==> config.mk <==
export PLATFORM = sky130hd
export DESIGN_NAME = tag_verify_release_flat
export DESIGN_NICKNAME = d
export VERILOG_FILES = /design/src/rtl/tag_verify_release_if.sv /design/src/rtl/tag_verify_release.sv /design/src/flat_wrapper.sv
export SDC_FILE = /design/constraint.sdc
export NUM_CORES = 1
export LEC_CHECK = 0
export ABC_AREA = 1
export CORE_MARGIN = 10
export CORE_UTILIZATION = 35
export DETAILED_ROUTE_END_ITERATION = 10
export PLACE_DENSITY = 0.66
export SYNTH_ARGS = -nofsm -noshare
export SYNTH_HDL_FRONTEND = slang
export SYNTH_SLANG_ARGS = --single-unit
==> constraint.sdc <==
create_clock -name clk -period 1.6 [get_ports clk]
set_input_delay 0.24 -clock clk [delete_from_list [all_inputs] [get_ports clk]]
set_output_delay 0.24 -clock clk [all_outputs]
set_load 0.02 [all_outputs]
==> src/rtl/tag_verify_release_if.sv <==
// Bus between the receive-side tag gate and its neighbours: tag capture,
// decryption-core results and the authenticated plaintext release.
//
// Handshake semantics:
//   tag_valid        one-cycle strobe; sampled only while the gate is idle,
//                    ignored at all other times.
//   decryption_ready level; the first cycle it is high while the gate is
//                    armed, dec_tag/dec_plain_text are captured. Later high
//                    cycles have no effect.
//   out_valid/ack    out_valid holds the result (and all result outputs are
//                    stable) until ack is sampled high. The gate is then idle
//                    on the next cycle with all outputs at 0. ack while
//                    out_valid is low is ignored.
interface tag_verify_release_if #(
  parameter int y = 40
);
  logic [127:0] expected_tag;
  logic         tag_valid;
  logic [127:0] dec_tag;
  logic [y-1:0] dec_plain_text;
  logic         decryption_ready;
  logic         ack;
  logic [y-1:0] plain_out;
  logic         out_valid;
  logic         auth_ok;
  logic         auth_fail;
  logic         timeout;
  logic         busy;
  logic [2:0]   fsm_state;   // debug view of the gate's FSM state

  modport master (
    output expected_tag, tag_valid, dec_tag, dec_plain_text, decryption_ready, ack,
    input  plain_out, out_valid, auth_ok, auth_fail, timeout, busy, fsm_state
  );

  modport slave (
    input  expected_tag, tag_valid, dec_tag, dec_plain_text, decryption_ready, ack,
    output plain_out, out_valid, auth_ok, auth_fail, timeout, busy, fsm_state
  );
endinterface

==> src/rtl/tag_verify_release.sv <==
// tag_verify_release: authentication gate in front of the plaintext consumer.
// Captures the received tag, waits for the decryption core, compares the
// expected and recomputed tags CHUNK bits per cycle over a fixed N = 128/CHUNK
// cycles (no early exit), and releases plaintext only on a full match.
//
// Optional feature: define TAG_DOUBLE_CHECK_EN to add a second, reversed-order
// comparison pass on complemented operands. A disagreement between the two
// passes is treated as a fault and forces auth_fail.
module tag_verify_release #(
  parameter int y       = 40,
  parameter int CHUNK   = 32,
  parameter int TIMEOUT = 255
) (
  input logic                clk,
  input logic                rst,
  tag_verify_release_if.slave bus
);

  localparam int N  = 128 / CHUNK;
  localparam int CW = (N > 1) ? $clog2(N) : 1;
  localparam int TW = (TIMEOUT > 1) ? $clog2(TIMEOUT) : 1;
  localparam logic [CW-1:0] IDX_LAST = CW'(N - 1);
  localparam logic [TW-1:0] TMO_LAST = (TIMEOUT == 0) ? '0 : TW'(TIMEOUT - 1);

  typedef enum logic [2:0] {
    S_IDLE    = 3'd0,
    S_ARMED   = 3'd1,
    S_CMP     = 3'd2,
`ifdef TAG_DOUBLE_CHECK_EN
    S_RECHECK = 3'd3,
`endif
    S_DONE    = 3'd4
  } state_t;

  state_t         state_q, state_d;
  logic [127:0]   exp_q, exp_d;
  logic [127:0]   dec_q, dec_d;
  logic [y-1:0]   pt_q, pt_d;
  logic           diff_acc_q, diff_acc_d;
  logic [CW-1:0]  cnt_q, cnt_d;
  logic [TW-1:0]  tmo_cnt_q, tmo_cnt_d;
  logic           tmo_flag_q, tmo_flag_d;
`ifdef TAG_DOUBLE_CHECK_EN
  logic           diff_acc2_q, diff_acc2_d;
`endif

  logic [CHUNK-1:0] exp_chunk;
  logic [CHUNK-1:0] dec_chunk;
  logic             check_fail;
  logic             ok_w;
  logic             done_w;

  // Operand slices for the current chunk index; idx 0 is the LSB chunk.
  assign exp_chunk = exp_q[int'(cnt_q) * CHUNK +: CHUNK];
  assign dec_chunk = dec_q[int'(cnt_q) * CHUNK +: CHUNK];

  // State register.
  always_ff @(posedge clk) begin
    if (rst) state_q <= S_IDLE;
    else     state_q <= state_d;
  end

  // Next-state logic; compare phases always run their full length.
  always_comb begin
    state_d = state_q;
    unique case (state_q)
      S_IDLE:  if (bus.tag_valid) state_d = S_ARMED;
      S_ARMED: begin
        if (bus.decryption_ready)                          state_d = S_CMP;
        else if ((TIMEOUT != 0) && (tmo_cnt_q == TMO_LAST)) state_d = S_DONE;
      end
      S_CMP: begin
        if (cnt_q == IDX_LAST) begin
`ifdef TAG_DOUBLE_CHECK_EN
          state_d = S_RECHECK;
`else
          state_d = S_DONE;
`endif
        end
      end
`ifdef TAG_DOUBLE_CHECK_EN
      S_RECHECK: if (cnt_q == '0) state_d = S_DONE;
`endif
      S_DONE:  if (bus.ack) state_d = S_IDLE;
      default: state_d = S_IDLE;
    endcase
  end

  // Datapath next-state: capture, timeout counting and accumulation.
  always_comb begin
    exp_d      = exp_q;
    dec_d      = dec_q;
    pt_d       = pt_q;
    diff_acc_d = diff_acc_q;
    cnt_d      = cnt_q;
    tmo_cnt_d  = tmo_cnt_q;
    tmo_flag_d = tmo_flag_q;
`ifdef TAG_DOUBLE_CHECK_EN
    diff_acc2_d = diff_acc2_q;
`endif
    unique case (state_q)
      S_IDLE: begin
        if (bus.tag_valid) begin
          exp_d      = bus.expected_tag;
          diff_acc_d = 1'b0;
          cnt_d      = '0;
          tmo_cnt_d  = '0;
          tmo_flag_d = 1'b0;
`ifdef TAG_DOUBLE_CHECK_EN
          diff_acc2_d = 1'b0;
`endif
        end
      end
      S_ARMED: begin
        if (bus.decryption_ready) begin
          dec_d = bus.dec_tag;
          pt_d  = bus.dec_plain_text;
          cnt_d = '0;
        end else if (TIMEOUT != 0) begin
          tmo_cnt_d = tmo_cnt_q + TW'(1);
          if (tmo_cnt_q == TMO_LAST) tmo_flag_d = 1'b1;
        end
      end
      S_CMP: begin
        diff_acc_d = diff_acc_q | (|(exp_chunk ^ dec_chunk));
        if (cnt_q == IDX_LAST) begin
`ifdef TAG_DOUBLE_CHECK_EN
          // Second pass walks back down from the top chunk.
          cnt_d = IDX_LAST;
`else
          cnt_d = '0;
`endif
        end else begin
          cnt_d = cnt_q + CW'(1);
        end
      end
`ifdef TAG_DOUBLE_CHECK_EN
      S_RECHECK: begin
        diff_acc2_d = diff_acc2_q | (|((~exp_chunk) ^ (~dec_chunk)));
        if (cnt_q != '0) cnt_d = cnt_q - CW'(1);
      end
`endif
      S_DONE: begin
        // Drop the held plaintext once the consumer has taken the result.
        if (bus.ack) pt_d = '0;
      end
      default: ;
    endcase
  end

  // Datapath registers with synchronous clear.
  always_ff @(posedge clk) begin
    if (rst) begin
      exp_q      <= '0;
      dec_q      <= '0;
      pt_q       <= '0;
      diff_acc_q <= 1'b0;
      cnt_q      <= '0;
      tmo_cnt_q  <= '0;
      tmo_flag_q <= 1'b0;
`ifdef TAG_DOUBLE_CHECK_EN
      diff_acc2_q <= 1'b0;
`endif
    end else begin
      exp_q      <= exp_d;
      dec_q      <= dec_d;
      pt_q       <= pt_d;
      diff_acc_q <= diff_acc_d;
      cnt_q      <= cnt_d;
      tmo_cnt_q  <= tmo_cnt_d;
      tmo_flag_q <= tmo_flag_d;
`ifdef TAG_DOUBLE_CHECK_EN
      diff_acc2_q <= diff_acc2_d;
`endif
    end
  end

  // Outputs: only DONE exposes a result; plaintext is gated by auth_ok.
  always_comb begin
`ifdef TAG_DOUBLE_CHECK_EN
    check_fail = tmo_flag_q | diff_acc2_q | (diff_acc_q ^ diff_acc2_q);
`else
    check_fail = tmo_flag_q;
`endif
    done_w        = (state_q == S_DONE);
    ok_w          = done_w & ~diff_acc_q & ~check_fail;
    bus.out_valid = done_w;
    bus.auth_ok   = ok_w;
    bus.auth_fail = done_w & ~ok_w;
    bus.timeout   = done_w & tmo_flag_q;
    bus.plain_out = ok_w ? pt_q : '0;
    bus.busy      = (state_q != S_IDLE);
    bus.fsm_state = state_q;
  end

endmodule

==> src/flat_wrapper.sv <==
// flat-port wrapper written by rule: the top's interface ports become plain ports
module tag_verify_release_flat 
#(
  parameter int y       = 40,
  parameter int CHUNK   = 32,
  parameter int TIMEOUT = 255
)
  (clk, rst, bus_expected_tag, bus_tag_valid, bus_dec_tag, bus_dec_plain_text, bus_decryption_ready, bus_ack, bus_plain_out, bus_out_valid, bus_auth_ok, bus_auth_fail, bus_timeout, bus_busy, bus_fsm_state);
  tag_verify_release_if #(.y(y)) bus_i ();
  input logic clk;
  input logic rst;
  input wire logic [$bits(bus_i.expected_tag)-1:0] bus_expected_tag;
  input wire logic [$bits(bus_i.tag_valid)-1:0] bus_tag_valid;
  input wire logic [$bits(bus_i.dec_tag)-1:0] bus_dec_tag;
  input wire logic [$bits(bus_i.dec_plain_text)-1:0] bus_dec_plain_text;
  input wire logic [$bits(bus_i.decryption_ready)-1:0] bus_decryption_ready;
  input wire logic [$bits(bus_i.ack)-1:0] bus_ack;
  output wire logic [$bits(bus_i.plain_out)-1:0] bus_plain_out;
  output wire logic [$bits(bus_i.out_valid)-1:0] bus_out_valid;
  output wire logic [$bits(bus_i.auth_ok)-1:0] bus_auth_ok;
  output wire logic [$bits(bus_i.auth_fail)-1:0] bus_auth_fail;
  output wire logic [$bits(bus_i.timeout)-1:0] bus_timeout;
  output wire logic [$bits(bus_i.busy)-1:0] bus_busy;
  output wire logic [$bits(bus_i.fsm_state)-1:0] bus_fsm_state;
  assign bus_i.expected_tag = bus_expected_tag;
  assign bus_i.tag_valid = bus_tag_valid;
  assign bus_i.dec_tag = bus_dec_tag;
  assign bus_i.dec_plain_text = bus_dec_plain_text;
  assign bus_i.decryption_ready = bus_decryption_ready;
  assign bus_i.ack = bus_ack;
  assign bus_plain_out = bus_i.plain_out;
  assign bus_out_valid = bus_i.out_valid;
  assign bus_auth_ok = bus_i.auth_ok;
  assign bus_auth_fail = bus_i.auth_fail;
  assign bus_timeout = bus_i.timeout;
  assign bus_busy = bus_i.busy;
  assign bus_fsm_state = bus_i.fsm_state;
  tag_verify_release #(.y(y), .CHUNK(CHUNK), .TIMEOUT(TIMEOUT)) u_core (.clk(clk), .rst(rst), .bus(bus_i));
endmodule
==> After elaboration in Yosys (flattened, before gate mapping) <==
Cells that the tools add are included.
{ "totals": {"regBits": 311, "latchBits": 0, "ramBits": 0, "mem_bits_ro": 0, "in_bits": 301, "out_inout_bits": 48, "word_cells": 70, "n_memories": 0} }
{ "op_classes": {"addsub": 2, "n_mul": 0, "div_mod_pow": 0, "order_cmp": 0, "eq_ne": 12, "shift": 2, "mux": 22, "bitwise": 9, "n_reduce_logical": 15} }
{ "ops": {"columns": ["op", "n"], "rows": [
  ["indexed part select 128 x 8 -> 32 bit", 2],
  ["2-to-1 mux 40 bit", 3],
  ["case mux 40 bit (2 select lines)", 1],
  ["OR reduction 32 bit", 1],
  ["bitwise XOR 32 bit", 1],
  ["2-to-1 mux 8 bit", 2],
  ["case mux 8 bit (2 select lines)", 1],
  ["2-to-1 mux 3 bit", 5],
  ["case mux 3 bit (4 select lines)", 1],
  ["AND reduction 3 bit", 3],
  ["adder 8 x 1 -> 8 bit, second input constant", 1],
  ["== test 8 bit, second input constant", 1],
  ["inequality test 2 bit, second input constant", 4],
  ["AND reduction 4 bit", 2],
  ["2-to-1 mux 2 bit", 3],
  ["case mux 2 bit (3 select lines)", 1],
  ["AND reduction 2 bit", 3],
  ["nonzero test 2 bit", 3],
  ["nonzero test 3 bit", 2],
  ["AND 1 bit", 4],
  ["inequality test 2 x 1 -> 1 bit, second input constant", 2],
  ["case mux 1 bit (2 select lines)", 2],
  ["== test 3 x 1 -> 1 bit, second input constant", 1],
  ["== test 3 x 2 -> 1 bit, second input constant", 1],
  ["other kinds (8)", 12]
]} }

==> Longest topological paths before layout <==
{ "logic_depth": {"word_depth": 5, "mapped_depth": 16} }

==> Least setup slack after synthesis <==
No wires, ideal clock.
{ "synth_timing": {"kind": "reg-to-output", "from": "reg u_core.state_q[2], in the netlist u_core.bus.fsm_state[2]", "to": "out bus_plain_out[0]", "arrival_ps": 2054, "path_slack_ps": -694, "path_stages_with_launch": 8, "cell_sequence": "dfxtp_1 > inv_1 > nor3_2 > inv_2 > nor3_2 > inv_2 > clkbuf_1 > nor2_1"} }
{ "synth_between": {"elab_chain_len": 4} }
{ "synth_lines": {"columns": ["element", "line_no", "source"], "rows": [
  ["start: declaration", "tag_verify_release.sv:35", "state_t state_q, state_d;"],
  ["start signal: assignment", "tag_verify_release.sv:60", "else state_q <= state_d;"],
  ["== test 3 bit", "tag_verify_release.sv:185", "done_w = (state_q == S_DONE);"],
  ["net bus_out_valid", "flat_wrapper.sv:19", "output wire logic [$bits(bus_i.out_valid)-1:0] bus_out_valid;"],
  ["AND 1 bit (2 in a row)", "tag_verify_release.sv:186", "ok_w = done_w & ~diff_acc_q & ~check_fail;"],
  ["net bus_auth_ok", "flat_wrapper.sv:20", "output wire logic [$bits(bus_i.auth_ok)-1:0] bus_auth_ok;"],
  ["2-to-1 mux 40 bit", "tag_verify_release.sv:191", "bus.plain_out = ok_w ? pt_q : '0;"],
  ["end: declaration", "flat_wrapper.sv:18", "output wire logic [$bits(bus_i.plain_out)-1:0] bus_plain_out;"]
]} }
The timed path passes the listed nets, and every way through them passes these cells.

==> Worst setup path after layout <==
{ "layout_timing": {"from": "reg u_core.state_q[2], in the netlist u_core.bus.fsm_state[2]", "to": "out bus_plain_out[3]"} }
{ "layout_between": {"elab_chain_len": 4} }
{ "layout_lines": {"columns": ["element", "line_no"], "rows": [
  ["== test 3 bit", "tag_verify_release.sv:185"],
  ["AND 1 bit (2 in a row)", "tag_verify_release.sv:186"],
  ["2-to-1 mux 40 bit", "tag_verify_release.sv:191"]
]} }
No other way between the ends.

==> flow_summary.json <==
{
  "wl_per_cell_um": 20.2,
  "viasPerCell": 5.12,
  "required_ns": 1.36,
  "setup.worst_path.end": "bus_plain_out[3]",
  "hpwl_um": 39700,
  "coreArea_um2": 39900,
  "antenna_found_initial": 8,
  "synth_edf_count": 0,
  "dp_cells": 2999,
  "fmax_ghz": 0.442,
  "clock-sinks": 311,
  "wl_um": 64500,
  "hold_class": "in -> reg",
  "drtIter0Drc": 1351,
  "synth_cell_type_count": 28,
  "cts_made_buffers": 36,
  "drv_cap": 0,
  "nFillCells": 3394,
  "clk_pin_slew_ns": 0.06,
  "end_kind": "primary output",
  "stdcell_count": 3194,
  "max_slew.worst_pin.slew_ns": 0.494,
  "layout-drive-gt1-share_pct": 22.6,
  "final_core_util_pct": 59.9,
  "dieArea_um2": 48900,
  "r2r-start": "u_core.cnt_q[0]$_SDFFE_PP0P_",
  "grt_pass1_vias": 16000,
  "hold_depth": 3,
  "ioPinCount": 349,
  "worstPathMaxFanout": 8,
  "h-tree-depth": 2,
  "fin_crit_ns": 2.26,
  "ys.flop_type": "dfxtp_1",
  "reg2reg_to": "u_core.diff_acc_q$_SDFFE_PP0P_",
  "crit_start": "u_core.bus.fsm_state[2]$_SDFFE_PP0P_",
  "synth.avg_cell_area_um2": 6.52,
  "yosys_warnings": 0,
  "rsz0062_at_grt": "true",
  "grt_pass1_wl_um": 91100,
  "placed_area_um2": 19100,
  "final_hold_viol_count": 0,
  "criticalPathCategory": "reg -> out",
  "gr-total-overflow": 0,
  "nNetsFinal": 2941,
  "final_area_um2": 23900,
  "status": "finished with violations",
  "drt-pass1-iter-count": 6,
  "multi_input_area_um2": 8130,
  "synth.ff_latch_count": 311,
  "power_density_nw_per_um2": 985,
  "drtAntennaViolNets": 0,
  "finalPower_mw": 23.5,
  "vias": 16400,
  "clkLatencyLatePin_ns": 0.52,
  "netlist_area_um2": 14200,
  "initial_core_util_pct": 35.5,
  "syn-num-nets": 2476,
  "area_growth_pct": 68.8,
  "slew_headroom_pct": 67.1,
  "cts-root-buf": "clkbuf_16",
  "clockBufferDepth": 3,
  "gp_congestion": 0.848,
  "startpoint_type": "register",
  "r2r_cells": 14,
  "portBuffers": 348,
  "tritoncts": "built",
  "ff2ff_setup_slack_ns": -0.36,
  "syn_inst": 2172,
  "track_usage_pct": 23.2,
  "cts_hold_buf": 0,
  "slew_violations": 0,
  "seq_area_um2": 6240,
  "fin_worst_skew_ns": 0.00811,
  "die_w_um": 221,
  "violations": "negative setup slack",
  "fin_crit_sh_pct": 141,
  "layout_common_cells": "nand2_1 (492), nor2_1 (353), dfxtp_1 (306)",
  "fin_ws_ns": -0.662,
  "fp-row-count": 73,
  "die_h_um": 221,
  "yosysSeqAreaShare_pct": 44.0,
  "setup_tns_ns": -74.37,
  "drcViolationCount": 0,
  "final_common_cell": "nand2_1",
  "finalSetupViolCount": 354,
  "arrival_ns": 2.02,
  "vdd_drop_max_mv": 0.616,
  "leakagePower_nw": 9.80,
  "grt_max_degree": 85,
  "async_flop_share_pct": 0
}
[what timing repair did]
action,in CTS,in global routing
setup endpoints to repair,307,358
pin swaps,36,96
gates cloned,36,30
setup buffers,41,29
resized for setup,465,349
[cell families (layout without fill, tap and decap cells)]
group / after synthesis / after routing / share of synthesized area [%]
XOR/XNOR: 5 / 5 / 0.309
other: 0 / 4 / 0
flip-flops: 311 / 311 / 44.0
AO/OA/AOI/OAI: 361 / 361 / 13.0
adder cells (fa/ha/maj): 3 / 3 / 0.265
AND/OR/NAND/NOR: 1234 / 1234 / 34.6
buffers and inverters: 258 / 751 / 7.85
[cells in the mapped netlist (4+ instances only)]
master	count	area [um2]
a21oi_1	83	415
buf_2	50	250
buf_4	5	37.5
buf_6	8	90.1
clkbuf_1	86	323
dfxtp_1	311	6230
inv_1	100	375
nand2_1	505	1900
nand3_1	184	921
nor2_1	530	1990
nor2_2	4	25.0
nor3_1	4	20.0
o211ai_1	8	60.1
o21ai_0	266	1330
xor2_1	5	43.8
[layout make-up]
cell class,count,area share (%)
Sequential cell,311,26.1
Clock inverter,10,0.241
Clock buffer,56,4.59
Inverter,107,1.94
Tap cell,525,2.75
Antenna cell,4,0.0419
Multi-Input combinational cell,1603,34.0
Timing Repair inverter,1,0.0680
Timing Repair Buffer,577,30.2
[worst min-delay path by stage]
| stage | from | slack [ns] | endpoint |
|---|---|---|---|
| floorplan | bus_dec_tag[120] | 0.37 | u_core.dec_q[120]$_SDFFE_PP0P_ |
| global placement | u_core.exp_q[90]$_SDFFE_PP0P_ | 0.44 | u_core.exp_q[90]$_SDFFE_PP0P_ |
| detailed placement | u_core.exp_q[93]$_SDFFE_PP0P_ | 0.44 | u_core.exp_q[93]$_SDFFE_PP0P_ |
| CTS | rst | 0.13 | u_core.bus.fsm_state[0]$_SDFFE_PP0P_ |
| global route | rst | 0.15 | u_core.bus.fsm_state[0]$_SDFFE_PP0P_ |
| finish | rst | 0.15 | u_core.tmo_cnt_q[3]$_SDFFE_PP0P_ |
[power by group]
part | total [mW] | switching (mW) | internal, mW
Sequential | 8.92 | 0.415 | 8.51
Clock | 8.02 | 3.29 | 4.73
Combinational | 6.60 | 3.33 | 3.28
[critical path, stage by stage, from the launching register on]
cell      delay, ns
dfxtp_4        0.35
inv_4          0.04
nor3_4         0.19
inv_2          0.08
nor3_4         0.19
clkinv_4       0.12
buf_4          0.16
buf_12         0.15
nor2_4         0.09
buf_6          0.13
[sequential cells by signal, summed over array words and instances, names as in the netlist]
signal	count
u_core.tmo_cnt_q	8
u_core.cnt_q	2
u_core.bus.fsm_state	3
u_core.exp_q	128
u_core.check_fail	1
u_core.diff_acc_q	1
u_core.dec_q	128
u_core.pt_q	40
[per-stage QoR]
step	hold WS (ns)	worst slack (ns)
finish	0.151	-0.662
global route	0.153	-0.723
CTS	0.129	-0.650
detailed placement	0.444	-0.557
global placement	0.436	-0.524
floorplan	0.375	-0.375
[layer usage]
layer / GRT usage, % / vias up / share of wire (%)
li1: - / 7878 / -
met1: 27.6 / 7645 / 40
met2: 40.4 / 680 / 49
met3: 4.55 / 140 / 6.8
met4: 8.70 / 8 / 4.0
met5: 0 / - / 0.071
(Power assumes the default switching activity.)
